File: src/rtl/alu_types.sv
// ALU operation encoding shared by decode and execute.
package alu_types;

    typedef enum logic [3:0] {
        ALU_ADD     = 4'd0,
        ALU_SUB     = 4'd1,
        ALU_SLL     = 4'd2,
        ALU_SLT     = 4'd3,
        ALU_SLTU    = 4'd4,
        ALU_XOR     = 4'd5,
        ALU_SRL     = 4'd6,
        ALU_SRA     = 4'd7,
        ALU_OR      = 4'd8,
        ALU_AND     = 4'd9,
        ALU_INVALID = 4'd15
    } alu_control_t;

endpackage

File: src/rtl/decode_pkg.sv
// Instruction classes, opcode/funct7 constants and the decoded-entry payload.
package decode_pkg;
    import alu_types::*;

    typedef enum logic [3:0] {
        CLS_R       = 4'd0,
        CLS_I_ALU   = 4'd1,
        CLS_LOAD    = 4'd2,
        CLS_STORE   = 4'd3,
        CLS_BRANCH  = 4'd4,
        CLS_LUI     = 4'd5,
        CLS_AUIPC   = 4'd6,
        CLS_JAL     = 4'd7,
        CLS_JALR    = 4'd8,
        CLS_ILLEGAL = 4'd9
    } op_class_t;

    localparam logic [6:0] OPC_R      = 7'h33;
    localparam logic [6:0] OPC_I_ALU  = 7'h13;
    localparam logic [6:0] OPC_LOAD   = 7'h03;
    localparam logic [6:0] OPC_STORE  = 7'h23;
    localparam logic [6:0] OPC_BRANCH = 7'h63;
    localparam logic [6:0] OPC_LUI    = 7'h37;
    localparam logic [6:0] OPC_AUIPC  = 7'h17;
    localparam logic [6:0] OPC_JAL    = 7'h6F;
    localparam logic [6:0] OPC_JALR   = 7'h67;

    localparam logic [6:0] F7_ZERO = 7'b0000000;
    localparam logic [6:0] F7_ALT  = 7'b0100000;

    // Decoded fields that do not depend on XLEN
    typedef struct packed {
        op_class_t    cls;
        alu_control_t alu_op;
        logic [4:0]   rd;
        logic [4:0]   rs1;
        logic [4:0]   rs2;
        logic [2:0]   funct3;
        logic         illegal;
    } decode_entry_t;

    localparam decode_entry_t ENTRY_RESET = '{
        cls: CLS_R, alu_op: ALU_ADD, rd: 5'd0, rs1: 5'd0, rs2: 5'd0,
        funct3: 3'd0, illegal: 1'b0
    };

    // Base ALU op for a register/immediate arithmetic funct3
    function automatic alu_control_t alu_from_funct3(input logic [2:0] f3);
        alu_control_t op;
        case (f3)
            3'b000:  op = ALU_ADD;
            3'b001:  op = ALU_SLL;
            3'b010:  op = ALU_SLT;
            3'b011:  op = ALU_SLTU;
            3'b100:  op = ALU_XOR;
            3'b101:  op = ALU_SRL;
            3'b110:  op = ALU_OR;
            default: op = ALU_AND;
        endcase
        return op;
    endfunction

endpackage

File: src/rtl/rv32_decode_comb.sv
// Combinational instruction decoder: class, ALU op, indices, immediate, legality.
module rv32_decode_comb
    import alu_types::*;
    import decode_pkg::*;
#(
    parameter int unsigned XLEN          = 32,
    parameter bit          STRICT_FUNCT7 = 1'b1
) (
    input  logic [31:0]     instr,
    output decode_entry_t   dec_c,
    output logic [XLEN-1:0] imm_c
);

    logic [6:0]  opcode;
    logic [2:0]  funct3;
    logic [6:0]  funct7;
    logic        alt_bit;
    logic        sh_zero;
    logic        sh_alt;
    logic [31:0] imm_i;
    logic [31:0] imm_s;
    logic [31:0] imm_b;
    logic [31:0] imm_u;
    logic [31:0] imm_j;
    logic [31:0] imm32;

    // Field extraction and the five immediate formats
    always_comb begin
        opcode  = instr[6:0];
        funct3  = instr[14:12];
        funct7  = instr[31:25];
        alt_bit = instr[30];
        imm_i   = {{20{instr[31]}}, instr[31:20]};
        imm_s   = {{20{instr[31]}}, instr[31:25], instr[11:7]};
        imm_b   = {{20{instr[31]}}, instr[7], instr[30:25], instr[11:8], 1'b0};
        imm_u   = {instr[31:12], 12'b0};
        imm_j   = {{12{instr[31]}}, instr[19:12], instr[20], instr[30:21], 1'b0};
        // RV64 shifts use bit 25 as shamt[5], so only [31:26] qualifies the op
        if (XLEN == 64) begin
            sh_zero = (instr[31:26] == 6'b000000);
            sh_alt  = (instr[31:26] == 6'b010000);
        end else begin
            sh_zero = (funct7 == F7_ZERO);
            sh_alt  = (funct7 == F7_ALT);
        end
    end

    // Per-opcode classification, operand selection and legality
    always_comb begin
        dec_c = '{cls: CLS_ILLEGAL, alu_op: ALU_ADD, rd: 5'd0, rs1: 5'd0,
                  rs2: 5'd0, funct3: funct3, illegal: 1'b0};
        imm32 = 32'd0;
        case (opcode)
            OPC_R: begin
                dec_c.cls    = CLS_R;
                dec_c.rd     = instr[11:7];
                dec_c.rs1    = instr[19:15];
                dec_c.rs2    = instr[24:20];
                dec_c.alu_op = alu_from_funct3(funct3);
                if (STRICT_FUNCT7 && funct7 != F7_ZERO && funct7 != F7_ALT) begin
                    dec_c.illegal = 1'b1;
                end else if (alt_bit) begin
                    if (funct3 == 3'b000)      dec_c.alu_op  = ALU_SUB;
                    else if (funct3 == 3'b101) dec_c.alu_op  = ALU_SRA;
                    else                       dec_c.illegal = 1'b1;
                end
            end
            OPC_I_ALU: begin
                dec_c.cls    = CLS_I_ALU;
                dec_c.rd     = instr[11:7];
                dec_c.rs1    = instr[19:15];
                dec_c.alu_op = alu_from_funct3(funct3);
                imm32        = imm_i;
                if (funct3 == 3'b001) begin
                    dec_c.illegal = STRICT_FUNCT7 ? ~sh_zero : alt_bit;
                end else if (funct3 == 3'b101) begin
                    if (STRICT_FUNCT7) begin
                        if (sh_alt)        dec_c.alu_op  = ALU_SRA;
                        else if (!sh_zero) dec_c.illegal = 1'b1;
                    end else if (alt_bit) begin
                        dec_c.alu_op = ALU_SRA;
                    end
                end
            end
            OPC_LOAD: begin
                dec_c.cls     = CLS_LOAD;
                dec_c.rd      = instr[11:7];
                dec_c.rs1     = instr[19:15];
                imm32         = imm_i;
                dec_c.illegal = (funct3 == 3'b011) || (funct3[2:1] == 2'b11);
            end
            OPC_STORE: begin
                dec_c.cls     = CLS_STORE;
                dec_c.rs1     = instr[19:15];
                dec_c.rs2     = instr[24:20];
                imm32         = imm_s;
                dec_c.illegal = funct3[2];
            end
            OPC_BRANCH: begin
                dec_c.cls = CLS_BRANCH;
                dec_c.rs1 = instr[19:15];
                dec_c.rs2 = instr[24:20];
                imm32     = imm_b;
                case (funct3[2:1])
                    2'b00:   dec_c.alu_op  = ALU_SUB;
                    2'b10:   dec_c.alu_op  = ALU_SLT;
                    2'b11:   dec_c.alu_op  = ALU_SLTU;
                    default: dec_c.illegal = 1'b1;
                endcase
            end
            OPC_LUI: begin
                dec_c.cls = CLS_LUI;
                dec_c.rd  = instr[11:7];
                imm32     = imm_u;
            end
            OPC_AUIPC: begin
                dec_c.cls = CLS_AUIPC;
                dec_c.rd  = instr[11:7];
                imm32     = imm_u;
            end
            OPC_JAL: begin
                dec_c.cls = CLS_JAL;
                dec_c.rd  = instr[11:7];
                imm32     = imm_j;
            end
            OPC_JALR: begin
                dec_c.cls     = CLS_JALR;
                dec_c.rd      = instr[11:7];
                dec_c.rs1     = instr[19:15];
                imm32         = imm_i;
                dec_c.illegal = (funct3 != 3'b000);
            end
            default: begin
                dec_c.illegal = 1'b1;
            end
        endcase
        if (dec_c.illegal) begin
            dec_c.alu_op = ALU_INVALID;
        end
        imm_c = XLEN'($signed(imm32));
    end

endmodule

File: src/rtl/rv32_decode_stage.sv
// Registered decode stage: skid-buffered valid/ready pipeline plus illegal counter.
module rv32_decode_stage
    import alu_types::*;
    import decode_pkg::*;
#(
    parameter int unsigned XLEN          = 32,
    parameter bit          STRICT_FUNCT7 = 1'b1,
    parameter bit          SKID          = 1'b1
) (
    input  logic             clk,
    input  logic             rst,
    input  logic             flush,
    input  logic             in_valid,
    output logic             in_ready,
    input  logic [31:0]      in_instr,
    input  logic [XLEN-1:0]  in_pc,
    output logic             out_valid,
    input  logic             out_ready,
    output op_class_t        out_class,
    output alu_control_t     out_alu_op,
    output logic [4:0]       out_rd,
    output logic [4:0]       out_rs1,
    output logic [4:0]       out_rs2,
    output logic [2:0]       out_funct3,
    output logic [XLEN-1:0]  out_imm,
    output logic [XLEN-1:0]  out_pc,
    output logic             out_illegal,
    output logic [15:0]      illegal_count
);

    localparam int unsigned CNT_W = 16;
    localparam logic [CNT_W-1:0] CNT_MAX = '1;

    typedef enum logic [1:0] {
        ST_EMPTY = 2'd0,
        ST_ONE   = 2'd1,
        ST_FULL  = 2'd2
    } skid_state_t;

    skid_state_t     state;
    decode_entry_t   dec_c;
    logic [XLEN-1:0] imm_c;
    decode_entry_t   main_q;
    decode_entry_t   skid_q;
    logic [XLEN-1:0] main_imm_q;
    logic [XLEN-1:0] main_pc_q;
    logic [XLEN-1:0] skid_imm_q;
    logic [XLEN-1:0] skid_pc_q;
    logic            out_valid_q;
    logic            in_ready_q;
    logic [CNT_W-1:0] cnt_q;
    logic            accept;
    logic            drain;

    rv32_decode_comb #(
        .XLEN          (XLEN),
        .STRICT_FUNCT7 (STRICT_FUNCT7)
    ) u_decode (
        .instr (in_instr),
        .dec_c (dec_c),
        .imm_c (imm_c)
    );

    // Handshake events for this cycle; a flush swallows any input beat
    always_comb begin
        accept = in_valid & in_ready & ~flush;
        drain  = out_valid_q & out_ready;
    end

    // Without the skid entry, ready must look through to the downstream consumer
    assign in_ready = SKID ? in_ready_q : (~out_valid_q | out_ready);

    // Skid FSM, entry registers and saturating illegal counter
    always_ff @(posedge clk) begin
        if (!rst) begin
            state       <= ST_EMPTY;
            out_valid_q <= 1'b0;
            in_ready_q  <= 1'b1;
            main_q      <= ENTRY_RESET;
            skid_q      <= ENTRY_RESET;
            main_imm_q  <= '0;
            main_pc_q   <= '0;
            skid_imm_q  <= '0;
            skid_pc_q   <= '0;
            cnt_q       <= '0;
        end else begin
            if (accept && dec_c.illegal && cnt_q != CNT_MAX) begin
                cnt_q <= cnt_q + CNT_W'(1);
            end
            if (flush) begin
                state       <= ST_EMPTY;
                out_valid_q <= 1'b0;
                in_ready_q  <= 1'b1;
            end else begin
                case (state)
                    ST_EMPTY: begin
                        if (accept) begin
                            main_q      <= dec_c;
                            main_imm_q  <= imm_c;
                            main_pc_q   <= in_pc;
                            state       <= ST_ONE;
                            out_valid_q <= 1'b1;
                        end
                    end
                    ST_ONE: begin
                        if (accept && drain) begin
                            main_q     <= dec_c;
                            main_imm_q <= imm_c;
                            main_pc_q  <= in_pc;
                        end else if (accept) begin
                            skid_q     <= dec_c;
                            skid_imm_q <= imm_c;
                            skid_pc_q  <= in_pc;
                            state      <= ST_FULL;
                            in_ready_q <= 1'b0;
                        end else if (drain) begin
                            state       <= ST_EMPTY;
                            out_valid_q <= 1'b0;
                        end
                    end
                    ST_FULL: begin
                        if (drain) begin
                            main_q     <= skid_q;
                            main_imm_q <= skid_imm_q;
                            main_pc_q  <= skid_pc_q;
                            state      <= ST_ONE;
                            in_ready_q <= 1'b1;
                        end
                    end
                    default: begin
                        state       <= ST_EMPTY;
                        out_valid_q <= 1'b0;
                        in_ready_q  <= 1'b1;
                    end
                endcase
            end
        end
    end

    assign out_valid     = out_valid_q;
    assign out_class     = main_q.cls;
    assign out_alu_op    = main_q.alu_op;
    assign out_rd        = main_q.rd;
    assign out_rs1       = main_q.rs1;
    assign out_rs2       = main_q.rs2;
    assign out_funct3    = main_q.funct3;
    assign out_illegal   = main_q.illegal;
    assign out_imm       = main_imm_q;
    assign out_pc        = main_pc_q;
    assign illegal_count = cnt_q;

endmodule

File: config.mk
export PLATFORM = sky130hd
export DESIGN_NAME = rv32_decode_stage
export DESIGN_NICKNAME = d
export VERILOG_FILES = /design/src/rtl/alu_types.sv /design/src/rtl/decode_pkg.sv /design/src/rtl/rv32_decode_comb.sv /design/src/rtl/rv32_decode_stage.sv
export SDC_FILE = /design/constraint.sdc
export NUM_CORES = 1
export LEC_CHECK = 0
export CORE_MARGIN = 5
export CORE_UTILIZATION = 45
export DETAILED_ROUTE_END_ITERATION = 12
export GPL_TIMING_DRIVEN = 0
export PLACE_DENSITY = 0.71
export SYNTH_ARGS = -nofsm -noshare
export SYNTH_HDL_FRONTEND = slang
export SYNTH_SLANG_ARGS = --single-unit
File: constraint.sdc
create_clock -name clk -period 2.9 [get_ports clk]
set_clock_uncertainty 0.05 [all_clocks]
set_input_delay 0.58 -clock clk [delete_from_list [all_inputs] [get_ports clk]]
set_output_delay 0.58 -clock clk [all_outputs]
set_load 0.02 [all_outputs]
## Word-level counts from Yosys, hierarchy flattened

Cells that the tools add are included.

| word-level totals | value |
|---|---|
| register bits after elaboration | 202 |
| output and inout bits | 109 |
| input port bits | 69 |

| cells by class | value |
|---|---|
| $add $sub $neg | 1 |
| reduce and logical (&&, ||, !) cells | 25 |
| bitwise gates (word level) | 9 |
| muxes and demuxes | 53 |
| equal/unequal tests | 30 |

Operators with widths:

| cell | number |
|---|---|
| 2-to-1 mux 32 bit | 6 |
| one-hot mux 32 bit (3 select lines) | 2 |
| one-hot mux 32 bit (5 select lines) | 1 |
| 2-to-1 mux 27 bit | 3 |
| one-hot mux 27 bit (3 select lines) | 1 |
| one-hot mux 4 bit (9 select lines) | 1 |
| 2-to-1 mux 4 bit | 8 |
| equality test 7 x 6 -> 1 bit, second input constant | 4 |
| one-hot mux 4 bit (7 select lines) | 1 |
| equality test 7 bit, second input constant | 3 |
| adder 16 x 1 -> 16 bit, second input constant | 1 |
| 2-to-1 mux 1 bit | 16 |
| inequality test 16 bit, second input constant | 1 |
| 2-to-1 mux 5 bit | 3 |
| equality test 7 x 5 -> 1 bit, second input constant | 2 |
| inequality test 2 bit, second input constant | 7 |
| one-hot mux 4 bit (3 select lines) | 1 |
| AND reduction 4 bit | 3 |
| OR reduction 3 bit | 4 |
| 2-to-1 mux 2 bit | 5 |
| AND reduction 5 bit | 2 |
| equality test 3 bit, second input constant | 3 |
| one-hot mux 3 bit (3 select lines) | 1 |
| equality test 7 x 2 -> 1 bit, second input constant | 1 |
| 21 further kinds | 38 |

## Longest topological paths before layout

Gate-level depths: netlist (run 1).

| depth | value |
|---|---|
| depth after elaboration | 10 |
| gate-level depth with buffers | 8 |
| depth with buffers taken out | 6 |

## Modules after synthesis

A second synthesis (run 1) with hierarchy kept.

| second synthesis, totals | value |
|---|---|
| cell total of the unflattened synthesis | 1082 |
| area total of the unflattened synthesis | 9088.7 um^2 |

Modules (own cells, without submodules):

| module | area each (um^2) | instances | cells an instance |
|---|---|---|---|
| rv32_decode_stage | 8072.7 | 1 | 924 |
| rv32_decode_comb | 1016.0 | 1 | 158 |

## Worst setup path before layout (run 1)

No wires, ideal clock.

| timing | value |
|---|---|
| path kind | in2reg |
| start | in in_instr[3] |
| end | reg main_q, in the netlist out_illegal |
| setup slack | 0.599 ns |
| setup time | 0.116 ns |
| data arrival time | 2.135 ns |
| buffers on the path | 2 |
| stages | 8 |
| cells stage by stage | buf_2 > or3b_1 > o21ai_0 > nand3_1 > nor4_4 > buf_4 > a21oi_1 > a31o_1 |

| on the way | value |
|---|---|
| longest elaborated chain between the ends | 5 |
| elaborated cells between the ends (all ways) | 14 |

Ends and longest elaborated chain:

| item | RTL line | RTL |
|---|---|---|
| start, declared | rv32_decode_stage.sv:15 | `input logic [31:0] in_instr,` |
| equality test 7 x 6 -> 1 bit (tied with other cells) | rv32_decode_comb.sv:53 | `case (opcode)` |
| OR reduction 3 bit (no source line) | n/a |  |
| one-hot mux 1 bit (7 select lines) (*) | rv32_decode_comb.sv:53 |  |
| 2-to-1 mux 27 bit, on equally long branches | rv32_decode_stage.sv:106, rv32_decode_stage.sv:97 |  |
| one-hot mux 27 bit (3 select lines) (*) | rv32_decode_stage.sv:95 | `case (state)` |
| end signal, assigned | rv32_decode_stage.sv:123 | `main_q <= skid_q;` |
| end, declared | rv32_decode_stage.sv:43 | `decode_entry_t main_q;` |

Mark *: on every way between the ends. The rest lies on a longest branch, timed or not. The select of a mux whose other input is x is not followed.
A chain may end at the register's enable or synchronous reset.

## Worst setup path in the final report (run 1)

| timing | value |
|---|---|
| start | in flush |
| end | reg main_imm_q[29], in the netlist out_imm[29] |

| on the way | value |
|---|---|
| longest elaborated chain between the ends | 5 |
| elaborated cells between the ends (all ways) | 6 |

Ends and longest elaborated chain:

| item | RTL line | RTL |
|---|---|---|
| start, declared | rv32_decode_stage.sv:12 | `input logic flush,` |
| inverter 1 bit (no source line) (*) | n/a |  |
| AND 1 bit | rv32_decode_stage.sv:66 | `accept = in_valid & in_ready & ~flush;` |
| logical AND 1 bit | rv32_decode_stage.sv:106 | `if (accept && drain) begin` |
| inequality test 2 bit (no source line) | n/a |  |
| AND reduction 5 bit (no source line) (*) | n/a |  |
| end signal, assigned | rv32_decode_stage.sv:99 | `main_imm_q <= imm_c;` |
| end signal, assigned | rv32_decode_stage.sv:108 | `main_imm_q <= imm_c;` |
| end signal, assigned | rv32_decode_stage.sv:124 | `main_imm_q <= skid_imm_q;` |
| end, declared | rv32_decode_stage.sv:45 | `logic [XLEN-1:0] main_imm_q;` |

Mark *: on every way between the ends. The rest lies on a longest branch, timed or not.

==> summary.md, run 1 <==
| Metric | Value |
|---|---|
| Clock Path Buffers | `3` |
| Worst Path Max Fanout | `10` |
| Syn Nets | `1193` |
| Port bufs | `174` |
| Worst Hold Endpoint | `skid_imm_q[30]` |
| Outcome | `finished, final reports clean` |
| Distinct cell type count after synthesis | `63` |
| Clock Latency Late Sink | `0.51 ns` |
| Synthesis-to-finish area growth | `31.7%` |
| Ports | `178` |
| CP peak stage delay | `0.55 ns` |
| Routed wire length | `30900 microns` |
| Row Count | `51` |
| EDFF count, synth | `0` |
| CP Data Required Time | `3.27 ns` |
| Leakage | `3.89 nW` |
| Core Region | `19500 sq um` |
| Yosys reg bits | `202` |
| Slew HR | `0.429` |
| WHS | `0.376 ns` |
| Post-Place Cells | `1562` |
| Clock-pin transition on the worst setup and hold timing paths | `0.06 ns` |
| Min setup slack post-route | `0.172 ns` |
| R2R cell count | `7` |
| Power per Cell Area | `547 nW/um^2` |
| Hold path start | `in_instr[30]` |
| Remaining DRCs | `0` |
| First-pass GRT wire length | `46800 microns` |
| Number of DRC markers in iteration 0 | `900` |
| Worst-Margin Slew | `0.850 ns` |
| Gp weighted congestion | `0.960` |
| Largest net degree at the start of global routing | `14` |
| Number of H-tree levels | `1` |
| Synth Flop Type | `dfxtp_1` |
| First drt pass iteration count | `5` |
| RSZ-0062 raised after global routing | `no` |
| Crit. End Element | `flop` |
| Starting density of the core | `0.456` |
| Sink Count | `202` |
| Antenna Violating Nets Remaining | `0` |
| Worst path cell trace | `clkdlybuf4s50_1, nand3b_4, or3_1, a21oi_4, clkbuf_1, o211ai_1, o21ai_0` |
| Post-CTS Hold Fix Bufs | `0` |
| Number of global-route vias before repair | `8476` |
| Initial antenna violation count | `0` |
| GRT overflow | `0` |
| Setup violators final | `0` |
| Slew Limit Fails | `0` |
| Most frequent cells in the layout | `217 x nand2_1, 202 x dfxtp_1, 174 x clkdlybuf4s50_1, 138 x a21oi_1, 101 x nor2_1` |
| Die ar. | `22600 sq um` |
| Routed vias/inst | `5.77` |
| Worst slack at placement | `-0.409 ns` |
| Final Hold Violating Endpoints | `0` |
| Mean Syn Cell Area | `7.90 sq um` |
| Max cap viols | `0` |
| Worst reg2reg endpoint | `out_imm[4]` |
| Utilization after layout | `0.601` |
| Post-DP HPWL | `22100 microns` |
| Share of flip-flops with an asynchronous set or reset | `0` |
| Syn Std Cell Area | `8880 sq um` |
| Worst r2r src | `state[0]` |
| VDD IR-drop max | `0.000399 V` |
| Ys Warns | `0` |
| Share of cells above drive strength 1 | `0.0561` |
| Hold path depth | `3` |
| Die Span X | `150 microns` |
| CP startpoint kind | `primary input` |
| CP Data Arrival Time | `3.09 ns` |
| Sequential share of the synthesized area | `0.456` |
| Final Non-Filler Cells | `1601` |
| Setup total negative slack | `0 ns` |
| Final #Nets | `1392` |
| CP max stage cell | `clkbuf_1` |
| Max Fclk | `0.367 GHz` |
| N_diodes | `0` |
| Clock tree from TritonCTS | `yes` |
| Vias | `9238` |
| Die Y | `150 microns` |
| Crit. Startpoint | `flush` |
| Synthesized instance count | `1123` |
| # Post-CTS Setup Buffers | `0` |
| Hold Path Class | `primary input to flop` |
| Tmin final | `2.73 ns` |
| R2R Setup Slk | `0.32 ns` |
| WL/cell | `19.3 microns` |
| Most common cell after layout, fill and taps aside | `nand2_1` |
| Number of CTS-inserted buffers | `23` |
| Root Driver | `clkbuf_16` |
| Kind of critical path | `primary input to flop` |
| Tcrit/Tclk final | `0.941` |
| GRT Util Overall | `0.260` |
## Yosys cell counts (3+ instances only)
library cell  number  share of area
a211oi_1          18          0.015
a21oi_1          138          0.078
a221oi_1          15          0.015
a22oi_1            6         0.0051
a311oi_1          46          0.045
a31o_1             5         0.0049
a31o_2             5         0.0049
and2_1             4         0.0028
and3_1             5         0.0035
buf_1              9         0.0038
buf_2             21          0.012
clkbuf_1          71          0.030
dfxtp_1          202           0.46
mux2i_1            3         0.0034
nand2_1          217          0.092
nand2b_1          12         0.0085
nand3_1           51          0.029
nand3b_1           3         0.0025
nand4_1           11         0.0078
nor2_1           101          0.043
nor2b_1            7         0.0049
nor3_1            11         0.0062
o211ai_1          29          0.025
o21ai_0           60          0.034
o21ai_1            5         0.0028
o21bai_1           3         0.0025
o31ai_1            5         0.0042
or3_1              9         0.0063
or3b_1             3         0.0030
or4_1              4         0.0034
## cell type report
cell class	count	area (sq um)
Fill cell	1798	7770
Multi-Input combinational cell	815	4400
Sequential cell	202	4040
Timing Repair Buffer	174	1740
Clock buffer	29	618
Buffer	103	428
Tap cell	265	332
Clock inverter	10	109
Inverter	3	11.3
## state kept, by name, indices dropped and copies added (netlist names), 2 cells and up
register and flops:
skid_q 27, skid_pc_q 32, out_funct3 3, out_class 4, out_rs1 5, illegal_count 16, out_imm 32, state 2
out_rs2 5, out_alu_op 4, out_pc 32, skid_imm_q 32, out_rd 5
## power by group
group	leakage, nW	internal (mW)	switching [mW]
clock network	0.360	1.69	1.16
registers	1.64	2.84	0.0390
logic	1.90	0.274	0.395
## kinds of logic (layout without fill, tap and decap cells)
family / Yosys count / after routing / synth area share
and+or+nand+nor: 453 / 453 / 0.230
AOI/OAI and AO/OA: 356 / 356 / 0.259
DFF: 202 / 202 / 0.456
buffers and inverters: 106 / 319 / 0.0490
muxes: 3 / 3 / 0.00338
xor gates and xnor gates: 2 / 2 / 0.00197
adders and majority gates: 1 / 1 / 0.00141
## stage by stage
step | power, mW | cell area [sq um]
6_report | 6.39 | 11700
5_1_grt | 6.58 | 11700
3_3_place_gp | 3.59 | 11000
2_1_floorplan | 3.26 | 8880
3_5_place_dp | 3.60 | 11000
4_1_cts | 6.40 | 11700
## critical path: cells and delay by family
kind,cells,cell delay [ns]
compound gates,3,0.74
buf+inv,2,1.09
simple gates,2,0.67
## how the worst max path moves through the flow
stage	slack (ns)	endpoint	depth (start not counted)
after floorplan	0.60	out_illegal	8
after global placement	-0.45	out_imm[14]	9
after detailed placement	-0.41	out_imm[14]	9
after CTS	0.11	out_imm[14]	9
after global routing	0.02	out_class[0]	7
final	0.17	out_imm[29]	7
## timing repair
item | in CTS | in global routing
endpoints found under the setup margin | 0 | 14
hold endpoints to repair | 0 | 0
resized for setup | 0 | 5
## layer usage
layer / up-vias / GRT usage / part of all wire
met5: - / 0 / 0
met3: 59 / 0.0458 / 0.084
met4: 0 / 0.0860 / 0.036
met2: 411 / 0.405 / 0.45
met1: 4340 / 0.365 / 0.43
li1: 4428 / - / -
(Power assumes the default switching activity.)
==> run 2, diff against run 1 <==
--- a/config.mk
+++ b/config.mk
@@ -7,6 +7,7 @@
 export LEC_CHECK = 0
 export CORE_MARGIN = 5
 export CORE_UTILIZATION = 45
+export CTS_CLUSTER_DIAMETER = 60
 export DETAILED_ROUTE_END_ITERATION = 12
 export GPL_TIMING_DRIVEN = 0
 export PLACE_DENSITY = 0.71
==> results of run 2 <==
Final layout, timing and power as in run 1 (identical DEF).
